## src/rtl/dll_lock_ctrl.sv

```systemverilog
`default_nettype none
// ============================================================================
// Module      : dll_lock_ctrl
// Description : DLL lock controller. It filters phase-detector votes into
//               single-tap steps and tracks acquire/track lock status.
// Revision    : 1.0 - initial release
// ============================================================================
module dll_lock_ctrl #(
    parameter int CODE_W  = 6,
    parameter int FILT_TH = 4,
    parameter int REV_N   = 4,
    parameter int LOSS_N  = 4
) (
    input  logic              clk,
    input  logic              rst_n,
    input  logic              ena,
    input  logic              pd_early,
    input  logic              pd_late,
    output logic [CODE_W-1:0] delay_code,
    output logic              locked,
    output logic              sat_hi,
    output logic              sat_lo
);

    localparam int ACC_W   = 4;
    localparam int CNT_MAX = (REV_N > LOSS_N) ? REV_N : LOSS_N;
    localparam int CNT_W   = $clog2(CNT_MAX + 1);

    localparam logic [1:0] c_IDLE    = 2'd0;
    localparam logic [1:0] c_ACQUIRE = 2'd1;
    localparam logic [1:0] c_TRACK   = 2'd2;

    localparam logic [CODE_W-1:0]       c_CODE_MAX = '1;
    localparam logic [CODE_W-1:0]       c_CODE_MID = {1'b1, {(CODE_W-1){1'b0}}};
    localparam logic signed [ACC_W-1:0] c_ONE      = 1;
    localparam logic signed [ACC_W-1:0] c_TH_TRACK = ACC_W'(FILT_TH);
    localparam logic [CNT_W-1:0]        c_REV_N    = CNT_W'(REV_N);
    localparam logic [CNT_W-1:0]        c_LOSS_N   = CNT_W'(LOSS_N);

    logic [1:0]              r_state, w_state_nxt;
    logic signed [ACC_W-1:0] r_acc, w_acc_nxt;
    logic [CODE_W-1:0]       r_code, w_code_nxt;
    logic [CNT_W-1:0]        r_rev_cnt, w_rev_cnt_nxt;
    logic [CNT_W-1:0]        r_run_cnt, w_run_cnt_nxt;
    logic                    r_has_prev, w_has_prev_nxt;
    logic                    r_last_up, w_last_up_nxt;
    logic                    r_locked, w_locked_nxt;
    logic                    r_sat_hi, r_sat_lo;

    logic                    w_up, w_dn, w_active, w_step;
    logic signed [ACC_W-1:0] w_th, w_acc_sum;
    logic                    w_reversal, w_lock_evt, w_loss_evt;
    logic [CNT_W-1:0]        w_rev_inc, w_run_step;

    // Step decision: the filter fires when the accumulator would hit +/-TH.
    assign w_up       = pd_early & ~pd_late;
    assign w_dn       = pd_late & ~pd_early;
    assign w_active   = ena && (r_state != c_IDLE);
    assign w_th       = (r_state == c_TRACK) ? c_TH_TRACK : c_ONE;
    assign w_acc_sum  = w_up ? (r_acc + c_ONE) : (r_acc - c_ONE);
    assign w_step     = w_active && (w_up || w_dn) &&
                        ((w_acc_sum == w_th) || (w_acc_sum == -w_th));
    assign w_reversal = w_step && r_has_prev && (r_last_up != w_up);
    assign w_rev_inc  = r_rev_cnt + 1'b1;
    assign w_run_step = ((r_run_cnt == '0) || (r_last_up != w_up)) ? CNT_W'(1)
                                                                   : r_run_cnt + 1'b1;
    assign w_lock_evt = (r_state == c_ACQUIRE) && w_reversal && (w_rev_inc == c_REV_N);
    assign w_loss_evt = (r_state == c_TRACK) && w_step && (w_run_step == c_LOSS_N);

    always_ff @(posedge clk or negedge rst_n) begin
        if (!rst_n) begin
            r_state <= c_IDLE;
        end else begin
            r_state <= w_state_nxt;
        end
    end

    always_comb begin
        w_state_nxt = r_state;
        if (!ena) begin
            w_state_nxt = c_IDLE;
        end else begin
            case (r_state)
                c_IDLE:    w_state_nxt = c_ACQUIRE;
                c_ACQUIRE: if (w_lock_evt) w_state_nxt = c_TRACK;
                c_TRACK:   if (w_loss_evt) w_state_nxt = c_ACQUIRE;
                default:   w_state_nxt = c_IDLE;
            endcase
        end
    end

    always_comb begin
        w_acc_nxt      = r_acc;
        w_code_nxt     = r_code;
        w_rev_cnt_nxt  = r_rev_cnt;
        w_run_cnt_nxt  = r_run_cnt;
        w_has_prev_nxt = r_has_prev;
        w_last_up_nxt  = r_last_up;
        w_locked_nxt   = r_locked;
        if (!ena) begin
            w_acc_nxt      = '0;
            w_rev_cnt_nxt  = '0;
            w_run_cnt_nxt  = '0;
            w_has_prev_nxt = 1'b0;
            w_locked_nxt   = 1'b0;
        end else if (w_active && (w_up || w_dn)) begin
            w_acc_nxt = w_step ? '0 : w_acc_sum;
            if (w_step) begin
                // A saturated request still counts as a step in its direction.
                if (w_up && (r_code != c_CODE_MAX)) w_code_nxt = r_code + 1'b1;
                if (w_dn && (r_code != '0))         w_code_nxt = r_code - 1'b1;
                w_has_prev_nxt = 1'b1;
                w_last_up_nxt  = w_up;
                if (r_state == c_ACQUIRE) begin
                    if (w_reversal) w_rev_cnt_nxt = w_rev_inc;
                    if (w_lock_evt) begin
                        w_rev_cnt_nxt = '0;
                        w_run_cnt_nxt = '0;
                        w_locked_nxt  = 1'b1;
                    end
                end else begin
                    w_run_cnt_nxt = w_run_step;
                    if (w_loss_evt) begin
                        w_rev_cnt_nxt = '0;
                        w_run_cnt_nxt = '0;
                        w_locked_nxt  = 1'b0;
                    end
                end
            end
        end
    end

    always_ff @(posedge clk or negedge rst_n) begin
        if (!rst_n) begin
            r_acc      <= '0;
            r_code     <= c_CODE_MID;
            r_rev_cnt  <= '0;
            r_run_cnt  <= '0;
            r_has_prev <= 1'b0;
            r_last_up  <= 1'b0;
            r_locked   <= 1'b0;
            r_sat_hi   <= 1'b0;
            r_sat_lo   <= 1'b0;
        end else begin
            r_acc      <= w_acc_nxt;
            r_code     <= w_code_nxt;
            r_rev_cnt  <= w_rev_cnt_nxt;
            r_run_cnt  <= w_run_cnt_nxt;
            r_has_prev <= w_has_prev_nxt;
            r_last_up  <= w_last_up_nxt;
            r_locked   <= w_locked_nxt;
            r_sat_hi   <= (w_code_nxt == c_CODE_MAX);
            r_sat_lo   <= (w_code_nxt == '0);
        end
    end

    assign delay_code = r_code;
    assign locked     = r_locked;
    assign sat_hi     = r_sat_hi;
    assign sat_lo     = r_sat_lo;

endmodule
`default_nettype wire
```

## config.mk

```make
export PLATFORM = sky130hd
export DESIGN_NAME = dll_lock_ctrl
export DESIGN_NICKNAME = d
export VERILOG_FILES = /design/src/rtl/dll_lock_ctrl.sv
export SDC_FILE = /design/constraint.sdc
export NUM_CORES = 1
export LEC_CHECK = 0
export BUFFER_PORTS_ARGS = -buffer_cell sky130_fd_sc_hd__buf_2
export CAP_MARGIN = 20
export CORE_ASPECT_RATIO = 0.5
export CORE_UTILIZATION = 51
export DETAILED_ROUTE_END_ITERATION = 10
export PLACE_DENSITY = 0.7
export SLEW_MARGIN = 20
export SYNTH_ARGS = -nofsm -noshare
export SYNTH_HDL_FRONTEND = slang
export SYNTH_SLANG_ARGS = --single-unit
```

## constraint.sdc

```tcl
create_clock -name clk -period 3.15 [get_ports clk]
set_input_delay 0.4725 -clock clk [delete_from_list [all_inputs] [get_ports clk]]
set_output_delay 0.4725 -clock clk [all_outputs]
set_load 0.1 [all_outputs]
```

# Word level (Yosys, flattened, before mapping)

Index checks and enable logic that the tools add are counted.

Logic and storage cells: 98
Output and inout bits: 9
Bits in registers: 23
Bits of input ports: 5

Reduce and logical (&&, ||, !) cells: 25
Muxes and demuxes: 37
Bitwise operators: 4
$add $sub $neg: 7
Equal/unequal tests: 15

Operator list:

| kind                | count |
|---|---|
| $mux 3              | 15 |
| $mux 6              | 5 |
| $mux 4              | 4 |
| $logic_and 1x1->1   | 11 |
| $mux 1              | 9 |
| $eq 4x4->1          | 2 |
| $reduce_and 4->1    | 2 |
| $add 3x1->3 const B | 2 |
| $add 6x1->6 const B | 1 |
| $eq 3x3->1 const B  | 2 |
| $eq 6x6->1 const B  | 1 |
| $logic_not 6->1     | 1 |
| $mux 2              | 3 |
| $ne 3x3->1 const B  | 2 |
| $ne 6x6->1 const B  | 1 |
| $pmux 2 s3          | 1 |
| $reduce_and 3->1    | 2 |
| $reduce_bool 6->1   | 1 |
| $sub 6x1->6 const B | 1 |
| $add 4x2->4 const B | 1 |
| $ne 2x1->1 const B  | 2 |
| $ne 4x4->1 const B  | 1 |
| $neg 3->4           | 1 |
| $reduce_and 2->1    | 2 |
| other kinds (11)    | 15 |

# Longest topological paths before layout

Depth after elaboration: 15
Mapped depth: 12
Gate-level depth less buffers: 11

# Worst setup path before layout

No wires, ideal clock.

Path kind: input-to-reg
From: input pd_late
To: register r_rev_cnt[2]
Path slack: 269 ps
Path buffers: 1
Setup time: 125 ps
Stages: 12
Required time: 3025 ps
Arrival time: 2756 ps
Cells stage by stage: inv_1 -> ha_1 -> inv_1 -> ha_1 -> xnor2_1 -> and3_1 -> o211ai_1 -> mux2_4 -> buf_6 -> o21bai_4 -> nor2_1 -> mux2_2

Cells in the longest elaborated chain, start to end: 15
Elaborated cells between the ends (all ways): 30
Those cells by class: eq/ne (8); mux (7); bitwise (3); reduce/logical (12)

RTL lines:

| what                           | line | source |
|---|---|---|
| from (decl)                    | 18   | `input logic pd_late,` |
| $not 1->1 (*)                  | 56   | `assign w_up = pd_early & ~pd_late;` |
| $and 1x1->1 (*)                | 56   |  |
| named net w_up                 | 50   | `logic w_up, w_dn, w_active, w_step;` |
| $mux 4                         | 60   | `assign w_acc_sum = w_up ? (r_acc + c_ONE) : (r_acc - c_ONE);` |
| $eq 4x4->1                     | 62   | `((w_acc_sum == w_th) \|\| (w_acc_sum == -w_th));` |
| $logic_or 1x1->1               | 62   |  |
| $logic_and 1x1->1              | 61   | `assign w_step = w_active && (w_up \|\| w_dn) &&` |
| $logic_and 1x1->1 (2 in a row) | 63   | `assign w_reversal = w_step && r_has_prev && (r_last_up != w_up);` |
| $logic_and 1x1->1 (2 in a row) | 67   | `assign w_lock_evt = (r_state == c_ACQUIRE) && w_reversal && (w_rev_inc == c_REV_N);` |
| $mux 3                         | 116  | `if (w_lock_evt) begin` |
| $mux 3                         | 114  | `if (r_state == c_ACQUIRE) begin` |
| $mux 3                         | 108  | `if (w_step) begin` |
| $mux 3                         | 106  | `end else if (w_active && (w_up \|\| w_dn)) begin` |
| $mux 3                         | 100  | `if (!ena) begin` |
| to (signal assigned)           | 147  | `r_rev_cnt <= w_rev_cnt_nxt;` |
| to (decl)                      | 43   | `logic [CNT_W-1:0] r_rev_cnt, w_rev_cnt_nxt;` |

The timed path passes the listed nets; every way through them passes the cells marked *. The select of a mux whose other input is x is not followed.
A chain may end at the register's enable or synchronous reset.

# Final worst setup path

From: input pd_late
To: register r_locked, in the netlist locked

Cells in the longest elaborated chain, start to end: 12
Elaborated cells between the ends (all ways): 25
Those cells by class: eq/ne (8); mux (2); bitwise (3); reduce/logical (12)

RTL lines:

| what                                  | line | source |
|---|---|---|
| $not 1->1 (*)                         | 56   |  |
| $and 1x1->1 (*)                       | 56   |  |
| named net w_up                        | 50   |  |
| $mux 4                                | 60   |  |
| $eq 4x4->1                            | 62   |  |
| $logic_or 1x1->1                      | 62   |  |
| $logic_and 1x1->1                     | 61   |  |
| $logic_and 1x1->1 (2 in a row)        | 63   |  |
| $logic_and 1x1->1 (2 in a row)        | 67   |  |
| $ne 3x3->1 (no source line)           | n/a  |  |
| $reduce_and 4->1 (no source line) (*) | n/a  |  |
| to (signal assigned)                  | 151  | `r_locked <= w_locked_nxt;` |
| to (decl)                             | 47   | `logic r_locked, w_locked_nxt;` |

The timed path passes the listed nets; every way through them passes the cells marked *.

==> metrics.txt <==
# TYPE chip_impl_metric gauge
chip_impl_metric{name="postRouteAntennaNets",unit=""} 0
chip_impl_metric{name="placeableCoreArea",unit="um^2"} 3010
chip_impl_info{name="postSynth.topFlopCell",value="sky130_fd_sc_hd__dfrtp_1"} 1
chip_impl_metric{name="timing.max_cap.violations",unit=""} 0
chip_impl_metric{name="post_cts.repair.setup_buffers",unit=""} 0
chip_impl_metric{name="buffer_ports.inserted",unit=""} 13
chip_impl_metric{name="route.detailed.vias_per_inst",unit=""} 5.79
chip_impl_metric{name="die_h",unit="um"} 42.0
chip_impl_metric{name="total_leakage_power",unit="nW"} 0.845
chip_impl_info{name="most_frequent_standard_cell_in_the_layout_excluding_fill_and_tap_cells",value="sky130_fd_sc_hd__dfrtp_1"} 1
chip_impl_metric{name="ys_seq_elements",unit=""} 23
chip_impl_metric{name="cts_max_level",unit=""} 1
chip_impl_metric{name="cts_made_buffers",unit=""} 3
chip_impl_metric{name="detailroute.via_count",unit=""} 1356
chip_impl_metric{name="finalSetupTns",unit="ns"} 0
chip_impl_metric{name="hpwl",unit="um"} 2530
chip_impl_info{name="worst_setup_path_start_kind",value="input pin"} 1
chip_impl_metric{name="globalplace.congestion",unit=""} 0.876
chip_impl_metric{name="yosys_warnings",unit=""} 0
chip_impl_metric{name="synth_enable_flop_cells",unit=""} 0
chip_impl_metric{name="fmax",unit="MHz"} 337
chip_impl_info{name="clock-root-buffer",value="sky130_fd_sc_hd__clkbuf_8"} 1
chip_impl_metric{name="route.detailed.wl_per_inst",unit="um"} 14.3
chip_impl_metric{name="area.growth.synth_to_final",unit="%"} 10.6
chip_impl_metric{name="totalWireLength",unit="um"} 3360
chip_impl_info{name="run_status",value="finished clean"} 1
chip_impl_metric{name="antenna_cells_inserted",unit=""} 0
chip_impl_info{name="cts_tree",value="done"} 1
chip_impl_metric{name="setup_viol_count_final",unit=""} 0
chip_impl_metric{name="global_routing_usage_summed_across_all_routing_layers",unit=""} 0.218
chip_impl_metric{name="grt_pass1_vias",unit=""} 1185
chip_impl_metric{name="top_level_ports",unit=""} 14
chip_impl_metric{name="postSynthAreaPerCell",unit="um^2"} 9.20
chip_impl_metric{name="grt_max_degree",unit=""} 24
chip_impl_metric{name="dr.pass1.iters",unit=""} 4
chip_impl_metric{name="period_minus_slack",unit="ns"} 2.97
chip_impl_metric{name="residual_drc_count",unit=""} 0
chip_impl_metric{name="period_share",unit=""} 0.942
chip_impl_info{name="min-delay-path-class",value="input pin to async pin"} 1
chip_impl_metric{name="remaining_overflow_grt",unit=""} 0
chip_impl_metric{name="synthDistinctLibCells",unit=""} 49
chip_impl_info{name="crit_type",value="input pin to flip-flop"} 1
chip_impl_metric{name="final-max-slew-violation-count",unit=""} 0
chip_impl_metric{name="number_of_rows_created_at_floorplan",unit=""} 14
chip_impl_info{name="post_synth_main_area_contributors",value="sky130_fd_sc_hd__dfrtp_1, sky130_fd_sc_hd__ha_1, sky130_fd_sc_hd__nand3_1, sky130_fd_sc_hd__o21ai_0, sky130_fd_sc_hd__inv_1"} 1
chip_impl_metric{name="arrival",unit="ns"} 3.18
chip_impl_metric{name="share_of_final_layout_standard_cells_stronger_than_drive_strength_1",unit=""} 0.175
chip_impl_metric{name="clkLatencyLatePin",unit="ns"} 0.26
chip_impl_info{name="top_library_cells_by_usage_in_the_layout_fill_and_taps_aside",value="sky130_fd_sc_hd__dfrtp_1, sky130_fd_sc_hd__inv_1, sky130_fd_sc_hd__nand2_1"} 1
chip_impl_metric{name="cts_num_sinks",unit=""} 23
chip_impl_metric{name="setup_slack_of_the_critical_path_after_layout",unit="ns"} 0.183
chip_impl_metric{name="drt_iter0_markers",unit=""} 60
chip_impl_metric{name="nets",unit=""} 212
chip_impl_metric{name="worst_ep_required_time",unit="ns"} 3.36
chip_impl_metric{name="dp_worst_setup_slack",unit="ns"} -0.0382
chip_impl_metric{name="tightest_slew",unit="ns"} 0.529
chip_impl_metric{name="syn_inst",unit=""} 177
chip_impl_metric{name="yosys.area.top_type_share",unit=""} 0.338
chip_impl_metric{name="worst_ir_drop_vdd",unit="mV"} 0.407
chip_impl_metric{name="die_area",unit="um^2"} 3440
chip_impl_metric{name="synthesis.nets",unit=""} 194
chip_impl_info{name="critPathCaptureType",value="flip-flop"} 1
chip_impl_info{name="rsz_0062_raised_after_global_routing",value="no"} 1
chip_impl_metric{name="dieWidth",unit="um"} 81.9
chip_impl_metric{name="cts_hold_buffers",unit=""} 0
chip_impl_metric{name="path_clk_slew",unit="ns"} 0.08
chip_impl_metric{name="power.density_cell_area",unit="nW/um^2"} 741
chip_impl_metric{name="worst_clock_skew",unit="ns"} 0.00443
chip_impl_metric{name="highest_net_fanout_along_the_worst_path",unit=""} 13
chip_impl_metric{name="headroom_to_the_max_slew_limit",unit=""} 0.647
chip_impl_metric{name="syn-cell-area",unit="um^2"} 1630
chip_impl_metric{name="initial_core_util",unit=""} 0.541
chip_impl_metric{name="antenna_found_initial",unit=""} 0
chip_impl_metric{name="async_reset_ff_frac",unit=""} 1.00
chip_impl_metric{name="hold_violations",unit=""} 0
chip_impl_metric{name="first_pass_grt_wire_length",unit="um"} 5530
chip_impl_info{name="synthDominantAreaCellType",value="sky130_fd_sc_hd__dfrtp_1"} 1
chip_impl_metric{name="clock_tree.buffer_depth",unit=""} 2
chip_impl_metric{name="ys_seq_area_frac",unit=""} 0.354
==> path summary, 6_finish.rpt <==
kind / end / slack [ns] / from / cells past startpoint
worst min register to register: r_rev_cnt[1]$_DFFE_PN0P_ / 0.52 / r_rev_cnt[1]$_DFFE_PN0P_ / 1
worst min-delay path: r_run_cnt[2]$_DFFE_PN0P_ / 0.18 / rst_n / 1
worst max register to register: locked$_DFFE_PN0P_ / 0.28 / r_acc[0]$_DFFE_PN0P_ / 8
min in group clk: r_state[1]$_DFFE_PN0P_ / 0.52 / ena / 3
max in group asynchronous: delay_code[5]$_DFF_PN1_ / 2.61 / rst_n / 1
worst max-delay path: locked$_DFFE_PN0P_ / 0.18 / pd_late / 11
==> cell families after synthesis <==
kind of cell | after synthesis | synth area share
AO/OA/AOI/OAI | 38 | 0.164
flip-flops | 23 | 0.354
multiplexers | 7 | 0.0507
adder cells (fa/ha/maj) | 12 | 0.0968
XOR/XNOR | 11 | 0.0637
buffers and inverters | 19 | 0.0484
AND/OR/NAND/NOR | 67 | 0.223
==> cell usage after synthesis (4+ instances only) <==
library cell and instances:
sky130_fd_sc_hd__a21oi_1 5, sky130_fd_sc_hd__and3_1 4, sky130_fd_sc_hd__dfrtp_1 22, sky130_fd_sc_hd__ha_1 11
sky130_fd_sc_hd__inv_1 16, sky130_fd_sc_hd__nand2_1 16, sky130_fd_sc_hd__nand3_1 12, sky130_fd_sc_hd__nand4_1 5
sky130_fd_sc_hd__nor2_1 6, sky130_fd_sc_hd__nor3_1 4, sky130_fd_sc_hd__o21ai_0 12, sky130_fd_sc_hd__xnor2_1 6
sky130_fd_sc_hd__xor2_1 4
==> sequential cells by signal, indices dropped and copies added (netlist names), 2 cells and up <==
register and cells:
delay_code 6, r_acc 4, r_rev_cnt 3, r_run_cnt 3, r_state 2
==> worst max-delay path, cell delays in order <==
cell and delay [ns]:
sky130_fd_sc_hd__buf_2 0.11, sky130_fd_sc_hd__inv_1 0.05, sky130_fd_sc_hd__ha_1 0.26, sky130_fd_sc_hd__inv_1 0.16
sky130_fd_sc_hd__ha_1 0.38, sky130_fd_sc_hd__xnor2_1 0.33, sky130_fd_sc_hd__and3_1 0.24, sky130_fd_sc_hd__o211ai_1 0.17
sky130_fd_sc_hd__mux2_4 0.40, sky130_fd_sc_hd__nor4_1 0.42, sky130_fd_sc_hd__o211a_1 0.19
==> timing repair <==
| action | 4_1_cts | 5_1_grt |
|---|---|---|
| resized for setup | 0 | 1 |
| hold endpoints to repair | 0 | 0 |
| setup endpoints to repair | 0 | 2 |
==> stage by stage <==
step                hold slack, ns  instance area (um^2)  power (mW)  cells  utilization
CTS                          0.200                  1790        1.33    234        0.595
finish                       0.179                  1800        1.33    234        0.598
floorplan                    0.177                  1630       0.991    177            -
detailed placement           0.492                  1750        1.13    230        0.580
global placement             0.484                  1750        1.13    230        0.580
global route                 0.206                  1800        1.43    234        0.598
==> report_power, final <==
group	internal, mW	switching [mW]
logic	0.271	0.441
registers	0.359	0.0809
clock network	0.0903	0.0928
==> final cells by class <==
cell class | instances | area [um^2]
fill | 262 | 1210
multi-input combinational | 135 | 982
sequential | 23 | 577
timing repair buffer | 16 | 87.6
inverter | 16 | 60.1
tap | 40 | 50.0
clock buffer | 4 | 45.0
==> per-layer routing <==
metal  GRT usage  part of all wire  up-vias
li1            -                 -      675
met1       0.313              0.49      632
met3      0.0681             0.073        4
met5           0                 0        -
met2       0.322              0.43       45
met4      0.0421            0.0054        0
Note: power is estimated with default switching activity, not from simulation.
